<file path="config.mk">
export PLATFORM = sky130hd
export DESIGN_NAME = alu_ctrl_queue
export DESIGN_NICKNAME = d
export VERILOG_FILES = /design/src/rtl/alu_ctrl_pkg.sv /design/src/rtl/alu_sel_decode.sv /design/src/rtl/alu_ctrl_queue.sv
export SDC_FILE = /design/constraint.sdc
export NUM_CORES = 1
export LEC_CHECK = 0
export ABC_CLOCK_PERIOD_IN_PS = 1700
export CORE_MARGIN = 3
export CORE_UTILIZATION = 41
export CTS_CLUSTER_SIZE = 28
export DETAILED_ROUTE_END_ITERATION = 8
export GPL_ROUTABILITY_DRIVEN = 0
export PLACE_DENSITY_LB_ADDON = 0.15
export SLEW_MARGIN = 20
export SYNTH_ARGS = -nofsm -noshare
export SYNTH_HDL_FRONTEND = slang
export SYNTH_SLANG_ARGS = --single-unit
</file>
<file path="constraint.sdc">
create_clock -name clk -period 1.7 [get_ports clk]
set_clock_uncertainty 0.15 [all_clocks]
set_input_delay 0.51 -clock clk [delete_from_list [all_inputs] [get_ports clk]]
set_output_delay 0.51 -clock clk [all_outputs]
set_load 0.01 [all_outputs]
</file>
<file path="src/rtl/alu_ctrl_pkg.sv">
// alu_ctrl_pkg: ALU select, ALUOp and funct3 encodings shared by the ALU control queue.
package alu_ctrl_pkg;
  localparam logic [3:0] SEL_AND = 4'b0000;
  localparam logic [3:0] SEL_OR  = 4'b0001;
  localparam logic [3:0] SEL_ADD = 4'b0010;
  localparam logic [3:0] SEL_SUB = 4'b0110;
  localparam logic [3:0] SEL_ILL = 4'b1111;
  localparam logic [1:0] AOP_MEM = 2'b00;
  localparam logic [1:0] AOP_BR  = 2'b01;
  localparam logic [1:0] AOP_RI  = 2'b10;
  localparam logic [2:0] F3_ADD  = 3'b000;
  localparam logic [2:0] F3_OR   = 3'b110;
  localparam logic [2:0] F3_AND  = 3'b111;
endpackage

</file>
<file path="src/rtl/alu_sel_decode.sv">
// alu_sel_decode: combinational map of decoded instruction fields to {illegal, ALU sel}.
module alu_sel_decode
  import alu_ctrl_pkg::*;
(
  input  logic [1:0] alu_op,
  input  logic [2:0] funct3,
  input  logic       funct7_5,
  input  logic       op_5,
  output logic [3:0] sel,
  output logic       illegal
);
  logic [4:0] res;
  // op_5 gates subtraction so I-type immediates with bit 30 set still add
  always_comb begin
    res = alu_op == AOP_MEM ? {1'b0, SEL_ADD} :
          alu_op == AOP_BR  ? {1'b0, SEL_SUB} :
          alu_op != AOP_RI  ? {1'b1, SEL_ILL} :
          funct3 == F3_ADD  ? {1'b0, (funct7_5 && op_5) ? SEL_SUB : SEL_ADD} :
          funct3 == F3_AND  ? {1'b0, SEL_AND} :
          funct3 == F3_OR   ? {1'b0, SEL_OR} :
                              {1'b1, SEL_ILL};
  end
  assign {illegal, sel} = res;
endmodule

</file>
<file path="src/rtl/alu_ctrl_queue.sv">
// alu_ctrl_queue: decodes ALU control fields and buffers them in a FIFO between decode and execute.
// Optional issue/illegal statistics counters are built when ALU_CTRL_STATS_EN is defined.
module alu_ctrl_queue
  import alu_ctrl_pkg::*;
#(
  parameter int DEPTH = 2,
  parameter int CNT_W = 16
) (
  input  logic                     clk,
  input  logic                     rst,
  input  logic                     in_valid,
  output logic                     in_ready,
  input  logic [1:0]               alu_op,
  input  logic [2:0]               funct3,
  input  logic                     funct7_5,
  input  logic                     op_5,
  output logic                     out_valid,
  input  logic                     out_ready,
  output logic [3:0]               sel,
  output logic                     illegal,
  output logic [$clog2(DEPTH):0]   count
`ifdef ALU_CTRL_STATS_EN
  ,
  output logic [CNT_W-1:0]         ops_issued,
  output logic [CNT_W-1:0]         ops_illegal
`endif
);
  localparam int AW = $clog2(DEPTH);
  localparam logic [AW:0] FULL = (AW+1)'(DEPTH);
  if (DEPTH < 2 || (DEPTH & (DEPTH - 1)) != 0 || CNT_W < 1) begin : g_bad_param
    $error("alu_ctrl_queue: DEPTH must be a power of two >= 2 and CNT_W >= 1");
  end
  logic [4:0]    mem [DEPTH];
  logic [AW-1:0] wptr, rptr;
  logic [4:0]    dec, held, head;
  logic          push, pop;
  alu_sel_decode u_dec (
    .alu_op   (alu_op),
    .funct3   (funct3),
    .funct7_5 (funct7_5),
    .op_5     (op_5),
    .sel      (dec[3:0]),
    .illegal  (dec[4])
  );
  assign in_ready  = count != FULL;
  assign out_valid = count != '0;
  assign push      = in_valid && in_ready;
  assign pop       = out_valid && out_ready;
  // outputs come from storage only, so there is no input-to-output path
  assign head             = out_valid ? mem[rptr] : held;
  assign {illegal, sel}   = head;
  always_ff @(posedge clk) begin
    if (push) mem[wptr] <= dec;
  end
  always_ff @(posedge clk or posedge rst) begin
    if (rst) begin
      wptr  <= '0;
      rptr  <= '0;
      count <= '0;
      held  <= {1'b0, SEL_ADD};
    end else begin
      if (push) wptr <= wptr + AW'(1);
      if (pop) begin
        rptr <= rptr + AW'(1);
        held <= mem[rptr];
      end
      count <= count + (AW+1)'(push) - (AW+1)'(pop);
    end
  end
`ifdef ALU_CTRL_STATS_EN
  always_ff @(posedge clk or posedge rst) begin
    if (rst) begin
      ops_issued  <= '0;
      ops_illegal <= '0;
    end else begin
      if (pop && !(&ops_issued)) ops_issued <= ops_issued + CNT_W'(1);
      if (pop && head[4] && !(&ops_illegal)) ops_illegal <= ops_illegal + CNT_W'(1);
    end
  end
`endif
endmodule

</file>
# After elaboration in Yosys (flattened, before gate mapping)
# Memory sizes are Yosys's and may differ from the RTL's.
# Index checks and enable logic that the tools add are counted.
# W data, S select, Z words.
totals:
  register_bits: 9
  mem_bits_rw: 10
  in_bits: 11
  word_cells: 30
  memories: 1
memory_table:
  columns: ["memory", "depth", "width", "read_ports", "rd_ports_with_merged_regs", "wr", "line_no", "source"]
  rows:
  - ["mem", 2, 5, 1, 0, 1, "alu_ctrl_queue.sv:33", "logic [4:0] mem [DEPTH];"]
op_classes:
  n_addsub: 4
  n_eq_ne: 5
  n_mux: 10
  reduce_logical: 6
op_table:
  columns: ["cell", "count"]
  rows:
  - ["$mux W5", 7]
  - ["$eq A3 B3 Y1 const B", 2]
  - ["$ne A2 B2 Y1 const B", 2]
  - ["$logic_and A1 B1 Y1", 3]
  - ["$logic_not A3 Y1", 1]
  - ["$mux W3", 1]
  - ["$add A1 B1 Y1 const B", 2]
  - ["$add A2 B1 Y2", 1]
  - ["$eq A2 B1 Y1 const B", 1]
  - ["$logic_not A2 Y1", 1]
  - ["$mux W1", 2]
  - ["$reduce_bool A2 Y1", 1]
  - ["$sub A2 B1 Y2", 1]

# Depth between registers and ports, before layout
logic_depth:
  ltp_word: 7
  mapped_depth: 7
  ltp_nobuf: 7

# Cells and area by module
# Synthesis repeated with hierarchy kept, for this count alone.
unflattened:
  cells_unflattened: 71
  hier_area_um2: 875.8
modules_own_cells:
  columns: ["mod", "n_inst", "cells_each", "area_each_um2"]
  rows:
  - ["alu_ctrl_queue", 1, 62, 795.8]
  - ["alu_sel_decode", 1, 9, 80.1]

# Worst setup path before layout
# OpenSTA, ideal clock, no wires.
synth_path:
  kind: "register -> output"
  start: "register count[1]"
  end: "output port sel[3]"
  arrival_ns: 1.179
  required_time_ns: 1.040
  path_slack_ns: -0.139
  path_stages_with_launch: 5
  path_cell_list: "dfrtp_1 or2_1 buf_6 a21oi_2 buf_4"
synth_via:
  elab_chain_cells: 2
synth_lines:
  columns: ["item", "line_no", "source"]
  rows:
  - ["start, declared", "alu_ctrl_queue.sv:21", "output logic [$clog2(DEPTH):0] count"]
  - ["start signal, assigned", "alu_ctrl_queue.sv:67", "count <= count + (AW+1)'(push) - (AW+1)'(pop);"]
  - ["$reduce_bool A2 Y1", "alu_ctrl_queue.sv:46", "assign out_valid = count != '0;"]
  - ["via out_valid", "alu_ctrl_queue.sv:17", "output logic out_valid,"]
  - ["$mux W5", "alu_ctrl_queue.sv:50", "assign head = out_valid ? mem[rptr] : held;"]
  - ["end, declared", "alu_ctrl_queue.sv:19", "output logic [3:0] sel,"]
# The timed path passes the listed nets, and every way through them passes these cells.

# Worst setup path after layout
layout_path:
  start: "register count[1]"
  end: "output port illegal"
layout_via:
  elab_chain_cells: 2
layout_lines:
  columns: ["item", "line_no", "source"]
  rows:
  - ["$reduce_bool A2 Y1", "alu_ctrl_queue.sv:46", null]
  - ["$mux W5", "alu_ctrl_queue.sv:50", null]
  - ["end, declared", "alu_ctrl_queue.sv:20", "output logic illegal,"]
# Every way passes these cells.

==> results.py <==
metrics = {
    "power": {
        "switchingPower_uw": 764,
        "p_per_area_nw_per_um2": 1780,
        "power_frac_comb": 0.579,
        "total_power_mw": 2.11,
        "pwr-share-clk": 0.093,
        "p_seq_frac": 0.328,
        "power_leakage_nw": 0.476,
        "internal_power_mw": 1.35,
        "ir_drop_mv": 0.842,
        "swShare": 0.362,
    },
    "cells_and_area": {
        "nNetsFinal": 113,
        "regArea_sq_um": 445,
        "areaGrowthSynthToFinish_pct": 54.2,
        "multi_input_area_sq_um": 380,
        "nFillCells": 147,
        "fin_util": 0.677,
        "layout_common_cells": "clkdlybuf4s50_1 (10), buf_6 (9), edfxtp_1 (8), buf_4 (8), nand2_1 (7)",
        "diodes": 0,
        "mostFrequentLayoutCell": "clkdlybuf4s50_1",
        "layout-drive-gt1-share": 0.495,
    },
    "timing": {
        "finalSetupViolCount": 13,
        "hold_viol_final": 0,
        "timing.fmax_mhz": 512,
        "max-slew-margin-rel": 0.775,
        "worst_pin_slew_ns": 0.336,
        "post-route-min-period_ns": 1.95,
        "whs_ns": 0.326,
        "fin_tns_setup_ns": -2.43,
        "finalCritPeriodShare": 1.15,
        "slew_violations": 0,
        "timing.final.ws_setup_ns": -0.254,
        "rsz0062_at_grt": "yes",
    },
    "yosys": {
        "syn_area_per_cell_sq_um": 11.6,
        "ys_types": 23,
        "syn_nets": 79,
        "yosysWarnings": 0,
        "synth_area_sq_um": 767,
        "synthCells": 66,
        "yosysSeqAreaShare": 0.576,
        "synth_seq_cells": 16,
    },
    "drt": {
        "drt_wl_total_mm": 1.46,
        "drt_iter0_drc": 3,
        "top_layer": "met3",
        "avgRoutedWirePerCell_um": 11.8,
        "avgViaCountPerCell": 4.92,
        "wl_met1_um": 566,
        "drt_first_pass_iters": 3,
        "wl_met2_um": 819,
        "num_vias": 610,
        "drtAntennaViolNets": 0,
        "drc": 0,
        "route.met3.wl_um": 76,
    },
    "floorplanning": {
        "die_w_um": 49.3,
        "rows": 15,
        "die_h_um": 49.3,
        "dieArea_sq_um": 2430,
        "core_area_sq_um": 1750,
        "start_util": 0.439,
        "io_pins": 20,
    },
    "grt": {
        "grt_pass1_vias": 631,
        "grt_overflow_total": 0,
        "grt_pass1_wl_mm": 2.57,
        "antenna_found_initial": 0,
        "grt_max_degree": 10,
        "grt_usage": 0.139,
    },
    "clock_network": {
        "cts-root-buf": "clkbuf_4",
        "htreeDepth": 1,
        "cts.sinks": 16,
        "path_clk_slew_ns": 0.09,
        "cts.path.max_buffers": 2,
        "clkLatencyLatePin_ns": 0.28,
        "cts_tree": "yes",
        "cts_made_buffers": 3,
    },
    "status": {
        "violations": "negative setup slack",
        "status": "complete, but fails checks",
    },
    "placement": {
        "pre_cts_ws_ns": -0.415,
        "port_buffers": 19,
        "place_hpwl_mm": 1.05,
    },
    "worst_setup_path": {
        "crit_fanout": 5,
        "r2r_start": "count[0]$_DFF_PP0_",
        "arrival_ns": 1.29,
        "reg2reg_depth": 10,
        "required_ns": 1.04,
        "critPathKind": "reg -> out",
        "cp-startpoint": "count[1]$_DFF_PP0_",
        "crit_path_end_kind": "output port",
        "startpoint_type": "flop",
    },
    "flow_run": {
        "maxCapViolations": 0,
    },
    "hold_path": {
        "hp-class": "in -> async",
    },
}
power by group through the flow:
stage	Combinational [mW]	Clock (mW)	Sequential [mW]
2_1_floorplan	0.580	0	0.676
3_3_place_gp	1.05	0	0.663
3_5_place_dp	1.06	0	0.671
4_1_cts	1.19	0.205	0.677
5_1_grt	1.33	0.225	0.715
6_report	1.22	0.195	0.692
state kept, by name, indices dropped and copies added (netlist names):
register  cells
held          4
wptr          1
rptr          1
mem           8
count         2
worst max-delay path: stages (launching register included):
cell and delay [ns]:
dfrtp_2 0.42, or2_4 0.31, nor2_4 0.11, a21oi_4 0.04, buf_6 0.12
area by class of cell:
type,count,area share
Clock buffer,3,0.0190
Clock inverter,1,0.00317
Inverter,4,0.0148
Multi-Input combinational cell,44,0.322
Sequential cell,16,0.377
Tap cell,25,0.0265
Timing Repair Buffer,31,0.238
per-layer routing:
metal  vias up  track usage
li1        296            -
met1       299        0.130
met2        15        0.281
met3         0       0.0550
met4         0       0.0142
met5         -            0
path summary, 6_finish.rpt:
kind,endpoint,slack [ns]
min,held[0]$_DFFE_PP0P_,0.33
min in group clk,held[1]$_DFFE_PP1P_,0.35
min reg2reg,held[1]$_DFFE_PP1P_,0.35
max reg2reg,mem[0][2]$_DFFE_PP_,-0.17
max in group asynchronous,held[1]$_DFFE_PP1P_,0.79
max,illegal,-0.25
kinds of logic (layout without fill, tap and decap cells):
| kind of cell | Yosys count | after routing | share of synthesized area |
|---|---|---|---|
| AND/OR/NAND/NOR | 19 | 20 | 0.124 |
| flip-flops | 16 | 16 | 0.576 |
| AO/OA/AOI/OAI | 14 | 14 | 0.119 |
| buffers and inverters | 7 | 39 | 0.0506 |
| XOR/XNOR | 4 | 4 | 0.0457 |
| multiplexers | 4 | 4 | 0.0522 |
| adder cells (fa/ha/maj) | 2 | 2 | 0.0326 |
synthesized netlist by cell type (all sizes together):
master	number	area share
dfrtp	7	0.23
nor3	1	0.0065
mux2i	4	0.052
nand2b	2	0.016
and3	1	0.0082
dfstp	1	0.034
xnor2	4	0.046
a22oi	1	0.0098
ha	2	0.033
nor2	5	0.038
edfxtp	8	0.31
nand4	1	0.0082
inv	4	0.020
o21ai	7	0.051
or2	1	0.0082
buf	3	0.031
nand2	8	0.039
a21oi	6	0.059
through the flow:
step                      instances  area (sq um)
final                           124          1180
after global routing            124          1180
after CTS                       125          1170
after detailed placement        116          1070
after global placement          116          1070
after floorplan                  66           790
repair_timing:
action	in CTS	in global routing
setup endpoints to repair	10	20
gates cloned	1	0
pin swaps	8	4
buffers inserted	5	1
gates resized for setup	54	10
hold buffers	0	0
Note: power is estimated with default switching activity, not from simulation.
